--- src/rtl/multi_counter_dispatcher.sv ---
`default_nettype none
// +----------------------------------------------------------------------------+
// | Module      : multi_counter_dispatcher                                      |
// | Description : Customers (number + service time) arrive on a valid strobe.   |
// |               Each one is sent to the lowest-index free service counter or  |
// |               waits in a FIFO. It is dropped if the FIFO is full. One        |
// |               dispatch per clock.                                           |
// | Option      : DISPATCH_STATS_EN adds saturating served/drop counters.       |
// | Revision    : 1.0  initial release                                          |
// +----------------------------------------------------------------------------+
module multi_counter_dispatcher #(
    parameter int NUM_CNT    = 3,
    parameter int FIFO_DEPTH = 3,
    parameter int NUM_W      = 4,
    parameter int TIME_W     = 4
) (
    input  logic                                 clk,
    input  logic                                 rst,
    input  logic                                 in_valid,
    input  logic [NUM_W-1:0]                     in_num,
    input  logic [TIME_W-1:0]                    in_time,
    output logic [NUM_CNT*NUM_W-1:0]             cnt_num,
    output logic [NUM_CNT*TIME_W-1:0]            cnt_rem,
    output logic [NUM_CNT-1:0]                   cnt_busy,
    output logic [$clog2(FIFO_DEPTH+1)-1:0]      q_count,
    output logic                                 q_full,
    output logic                                 q_empty,
    output logic                                 drop,
`ifdef DISPATCH_STATS_EN
    output logic [15:0]                          served_cnt,
    output logic [15:0]                          drop_cnt,
`endif
    output logic [FIFO_DEPTH*(NUM_W+TIME_W)-1:0] qdbg
);

    localparam int CW = $clog2(FIFO_DEPTH+1);
    localparam int EW = NUM_W + TIME_W;
    localparam logic [CW-1:0] c_depth = CW'(FIFO_DEPTH);

    // Counter state
    logic [NUM_W-1:0]  r_num [NUM_CNT];
    logic [TIME_W-1:0] r_rem [NUM_CNT];

    // Queue is kept head-aligned: slot 0 is always the oldest entry and
    // unused slots hold zero. The observable order is the same as that of a
    // wrapping ring buffer, and no re-indexing is needed for the debug view.
    logic [NUM_W-1:0]  r_q_num  [FIFO_DEPTH];
    logic [TIME_W-1:0] r_q_time [FIFO_DEPTH];
    logic [CW-1:0]     r_count;
    logic              r_drop;

    logic [NUM_CNT-1:0] w_free;
    logic [NUM_CNT-1:0] w_grant;
    logic               w_any_free;
    logic               w_arrive;
    logic               w_q_nonempty;
    logic               w_pop;
    logic               w_bypass;
    logic               w_dispatch;
    logic               w_push;
    logic               w_drop;
    logic [NUM_W-1:0]   w_load_num;
    logic [TIME_W-1:0]  w_load_time;
    logic [CW-1:0]      w_push_idx;
    logic [CW-1:0]      w_count_nxt;
    logic [NUM_W-1:0]   w_q_num_nxt  [FIFO_DEPTH];
    logic [TIME_W-1:0]  w_q_time_nxt [FIFO_DEPTH];

    // Dispatch decision, made from state sampled before the edge
    always_comb begin
        w_any_free   = |w_free;
        // Isolate the lowest set bit: the lowest-index free counter wins
        w_grant      = w_free & (~w_free + NUM_CNT'(1));
        w_arrive     = in_valid && (in_time != '0);
        w_q_nonempty = (r_count != '0);
        w_pop        = w_any_free && w_q_nonempty;
        w_bypass     = w_any_free && !w_q_nonempty && w_arrive;
        w_dispatch   = w_pop || w_bypass;
        // A pop on the same edge always frees a slot, even in a full queue
        w_push       = w_arrive && !w_bypass && (w_pop || (r_count != c_depth));
        w_drop       = w_arrive && !w_bypass && !w_push;
        w_load_num   = w_pop ? r_q_num[0]  : in_num;
        w_load_time  = w_pop ? r_q_time[0] : in_time;
        w_push_idx   = w_pop ? (r_count - CW'(1)) : r_count;
        w_count_nxt  = r_count + CW'(w_push) - CW'(w_pop);
    end

    // Next queue contents: shift toward the head on pop, then write the arrival at the tail
    always_comb begin
        for (int i = 0; i < FIFO_DEPTH; i++) begin
            w_q_num_nxt[i]  = r_q_num[i];
            w_q_time_nxt[i] = r_q_time[i];
        end
        if (w_pop) begin
            for (int i = 0; i < FIFO_DEPTH-1; i++) begin
                w_q_num_nxt[i]  = r_q_num[i+1];
                w_q_time_nxt[i] = r_q_time[i+1];
            end
            w_q_num_nxt[FIFO_DEPTH-1]  = '0;
            w_q_time_nxt[FIFO_DEPTH-1] = '0;
        end
        if (w_push) begin
            for (int i = 0; i < FIFO_DEPTH; i++) begin
                if (CW'(i) == w_push_idx) begin
                    w_q_num_nxt[i]  = in_num;
                    w_q_time_nxt[i] = in_time;
                end
            end
        end
    end

    // Queue storage, occupancy and drop pulse
    always_ff @(posedge clk) begin
        if (rst) begin
            for (int i = 0; i < FIFO_DEPTH; i++) begin
                r_q_num[i]  <= '0;
                r_q_time[i] <= '0;
            end
            r_count <= '0;
            r_drop  <= 1'b0;
        end else begin
            for (int i = 0; i < FIFO_DEPTH; i++) begin
                r_q_num[i]  <= w_q_num_nxt[i];
                r_q_time[i] <= w_q_time_nxt[i];
            end
            r_count <= w_count_nxt;
            r_drop  <= w_drop;
        end
    end

    generate
        for (genvar i = 0; i < NUM_CNT; i++) begin : g_cnt
            assign w_free[i]                  = (r_rem[i] == '0);
            assign cnt_busy[i]                = ~w_free[i];
            assign cnt_num[i*NUM_W +: NUM_W]   = r_num[i];
            assign cnt_rem[i*TIME_W +: TIME_W] = r_rem[i];

            // Load on grant, otherwise count down; the number clears as rem reaches zero
            always_ff @(posedge clk) begin
                if (rst) begin
                    r_num[i] <= '0;
                    r_rem[i] <= '0;
                end else if (w_dispatch && w_grant[i]) begin
                    r_num[i] <= w_load_num;
                    r_rem[i] <= w_load_time;
                end else if (r_rem[i] != '0) begin
                    r_rem[i] <= r_rem[i] - TIME_W'(1);
                    if (r_rem[i] == TIME_W'(1)) begin
                        r_num[i] <= '0;
                    end
                end
            end
        end

        for (genvar i = 0; i < FIFO_DEPTH; i++) begin : g_qdbg
            assign qdbg[i*EW +: EW] = {r_q_num[i], r_q_time[i]};
        end
    endgenerate

    assign q_count = r_count;
    assign q_full  = (r_count == c_depth);
    assign q_empty = (r_count == '0);
    assign drop    = r_drop;

`ifdef DISPATCH_STATS_EN
    logic [15:0] r_served;
    logic [15:0] r_drops;

    // Saturating event counters
    always_ff @(posedge clk) begin
        if (rst) begin
            r_served <= '0;
            r_drops  <= '0;
        end else begin
            if (w_dispatch && (r_served != 16'hFFFF)) begin
                r_served <= r_served + 16'd1;
            end
            if (w_drop && (r_drops != 16'hFFFF)) begin
                r_drops <= r_drops + 16'd1;
            end
        end
    end

    assign served_cnt = r_served;
    assign drop_cnt   = r_drops;
`endif

endmodule
`default_nettype wire

--- config.mk ---
export PLATFORM = sky130hd
export DESIGN_NAME = multi_counter_dispatcher
export DESIGN_NICKNAME = d
export VERILOG_FILES = /design/src/rtl/multi_counter_dispatcher.sv
export SDC_FILE = /design/constraint.sdc
export NUM_CORES = 1
export LEC_CHECK = 0
export ABC_AREA = 1
export ABC_CLOCK_PERIOD_IN_PS = 2000
export BUFFER_PORTS_ARGS = -buffer_cell sky130_fd_sc_hd__buf_2
export CAP_MARGIN = 20
export CORE_UTILIZATION = 40
export DETAILED_ROUTE_END_ITERATION = 7
export GPL_ROUTABILITY_DRIVEN = 1
export PLACE_DENSITY = 0.63
export SLEW_MARGIN = 30
export SYNTH_ARGS = -nofsm -noshare
export SYNTH_HDL_FRONTEND = slang
export SYNTH_SLANG_ARGS = --single-unit
--- constraint.sdc ---
create_clock -name clk -period 2 [get_ports clk]
set_input_delay 0.4 -clock clk [delete_from_list [all_inputs] [get_ports clk]]
set_output_delay 0.4 -clock clk [all_outputs]
set_load 0.01 [all_outputs]
==> impl_metrics.json <==
{
  "finalCritPeriodShare": 0.940,
  "num_rows": 30,
  "min_period_ns": 1.88,
  "n_fill_cell": 689,
  "synthXorXnorAreaFrac": 0.0214,
  "status": "complete, no violations",
  "yosysWarningCount": 0,
  "synth_compound_area_frac": 0.0715,
  "crit_buf_inv": 2,
  "synthTopCellsByArea": "edfxtp_1 (25%), dfxtp_1 (19%), nand2_1 (13%)",
  "synthAdderAreaFrac": 0.0392,
  "grt_pass1_wl_um": 11100,
  "critical_path.top_delay_family": "simple AND/OR/NAND/NOR gates",
  "antenna_found_initial": 0,
  "syn_nets": 391,
  "clk_latency_ns": 0.31,
  "hp-class": "input pin to flop",
  "numCtsBuffers": 5,
  "die_h_um": 86.7,
  "cts_tree": "done",
  "hold_slack_ns": 0.335,
  "syn_area_um2": 2870,
  "nNetsFinal": 473,
  "synth_top_area_cell": "edfxtp_1",
  "synth_most_common_cell": "nand2_1",
  "die_area_um2": 7520,
  "cp-end-kind": "flop",
  "max_stage_delay_ns": 0.39,
  "diodes": 0,
  "synth_area_per_cell_um2": 7.74,
  "synthFlopType": "dfxtp_1",
  "drt_pass1_iterations": 4,
  "clk_pin_slew_ns": 0.09,
  "r2r-start": "r_rem[0][1]",
  "io_buffers": 66,
  "crit_type": "flop to flop",
  "htree_levels": 2,
  "post_synth_num_cell_types": 33,
  "layout-drive-gt1-share": 0.282,
  "slew_violations": 0,
  "first_iter_violations": 95,
  "crit_chain": "inv_2 > ha_4 > nand2_4 > nand3_4 > nand2_4 > nand2_4 > nor2_8 > buf_4 > nand3_2 > nor2_1 > nor2_1",
  "async_flop_share": 0,
  "cp_slowest_cell": "edfxtp_1",
  "synth-edff-count": 24,
  "ys_seq_elements": 51,
  "worstSetupStartpointType": "flop",
  "cts-root-buf": "clkbuf_8",
  "crit_arrival_ns": 2.09,
  "fmax_ghz": 0.532,
  "synth_cells": 371,
  "synthMuxAreaShare": 0.00349,
  "crit_path_start": "r_rem[0][1]",
  "hold_depth": 2,
  "synth_top_family_by_area": "simple AND/OR/NAND/NOR gates",
  "vdd_drop_max_mv": 0.673,
  "cp_max_fo": 9,
  "area_growth_pct": 25.0,
  "cap_viol_max_count": 0,
  "synthTopCellsByCount": "nand2_1 (99), nor2_1 (61), inv_1 (51), dfxtp_1 (27), edfxtp_1 (24)",
  "worstRegToRegCells": 11,
  "cp.required_ns": 2.21,
  "path_depth": 11,
  "vias": 2565,
  "ant_nets": 0,
  "tightest_slew_ns": 0.430,
  "ys_seq_area_frac": 0.439,
  "min_from": "rst",
  "skew_ns": 0.00774,
  "final_util": 0.523,
  "routed_wl_um": 6820,
  "die_w_um": 86.7,
  "cpMostUsedCell": "nand2_4",
  "grt_max_degree": 33,
  "hold_viol": 0,
  "hpwl_um": 4980,
  "yosys.area_share.simple": 0.325,
  "clock_sinks": 51,
  "via_per_inst": 4.66,
  "core_area_um2": 6870,
  "clockBufferDepth": 2,
  "gp_congestion": 0.805,
  "drc_errors": 0,
  "grt_overflow": 0,
  "initial_core_util": 0.418,
  "p_per_area_nw_per_um2": 1640,
  "io_pins": 67,
  "grt_usage": 0.189,
  "synth_top_area_share": 0.251,
  "max_slew_margin": 0.711,
  "p_leak_nw": 1.78,
  "wl_per_cell_um": 12.4,
  "grt_pass1_vias": 2306,
  "finalSetupViolCount": 0
}
## path summary, 6_finish.rpt
check              endpoint  slack (ns)
max          r_q_time[0][3]        0.12
min              q_count[1]        0.33
max reg2reg  r_q_time[0][3]        0.12
min reg2reg  r_q_num[0][11]        0.55
## power by group
group	leakage, nW	switching (mW)	internal [mW]
clock network	0.0418	0.362	0.245
registers	0.478	0.247	1.57
logic	1.27	2.09	1.37
## logic make-up (layout without fill, tap and decap cells)
group	count (synthesis)	after routing
AND/OR/NAND/NOR	203	206
buffers and inverters	63	143
flip-flops	51	51
AO/OA/AOI/OAI	37	37
adder cells (fa/ha/maj)	9	9
XOR/XNOR	7	7
multiplexers	1	1
## metrics by stage
step	cells	TNS, ns	power [mW]	cell area, um2	setup slack (ns)
2_1_floorplan	371	0	4.07	2920	0.00888
3_3_place_gp	535	0	4.98	3400	0.0844
3_5_place_dp	535	0	5.03	3400	0.0420
4_1_cts	543	0	5.63	3490	0.0359
5_1_grt	550	-0.0218	6.40	3590	-0.00965
6_report	550	0	5.89	3590	0.119
## cells in the final DEF, fill, tap and decap left out, types with 3 or more instances in the layout
| cell type | netlist | final |
|---|---|---|
| nand3_4 | 3 | 5 |
| o21ai_0 | 17 | 17 |
| nand2_1 | 99 | 97 |
| nand3_1 | 11 | 11 |
| nand4_1 | 6 | 6 |
| inv_1 | 51 | 44 |
| nor2_1 | 61 | 61 |
| edfxtp_1 | 24 | 24 |
| a21oi_1 | 4 | 4 |
| ha_4 | 0 | 3 |
| buf_4 | 2 | 16 |
| nand2_4 | 6 | 6 |
| dfxtp_1 | 27 | 27 |
| ha_1 | 9 | 4 |
| inv_2 | 0 | 7 |
| buf_2 | 2 | 66 |
| nor3_1 | 4 | 4 |
| xnor2_1 | 6 | 6 |
| clkbuf_8 | 0 | 5 |
| o22ai_1 | 8 | 8 |
| nand2_2 | 5 | 7 |
| o21ai_1 | 5 | 5 |
## what timing repair did
action / in CTS / in global routing
setup endpoints to repair: 0 / 26
hold buffers: 0 / 0
resized for setup: 0 / 8
buffers inserted: 0 / 4
## state kept, by name (all words and copies together) (netlist names)
signal / flops
drop: 1
r_rem: 12
r_q_time: 12
r_num: 12
r_q_num: 12
q_count: 2
## metal layers
metal,global-route usage,up-vias,part of all wire
met4,0.0439,0,0.011
li1,-,1343,-
met5,0,-,0
met3,0.0438,8,0.051
met2,0.302,71,0.45
met1,0.261,1143,0.48
## area by class of cell
class	count	area, um2	share of cell area
multi-input combinational	260	1440	0.400
sequential	51	1260	0.351
timing repair buffer	84	490	0.137
inverter	51	191	0.0533
tap	96	120	0.0335
clock buffer	5	68.8	0.0192
clock inverter	3	20.0	0.00558
Power figures use the tool's default switching activity.
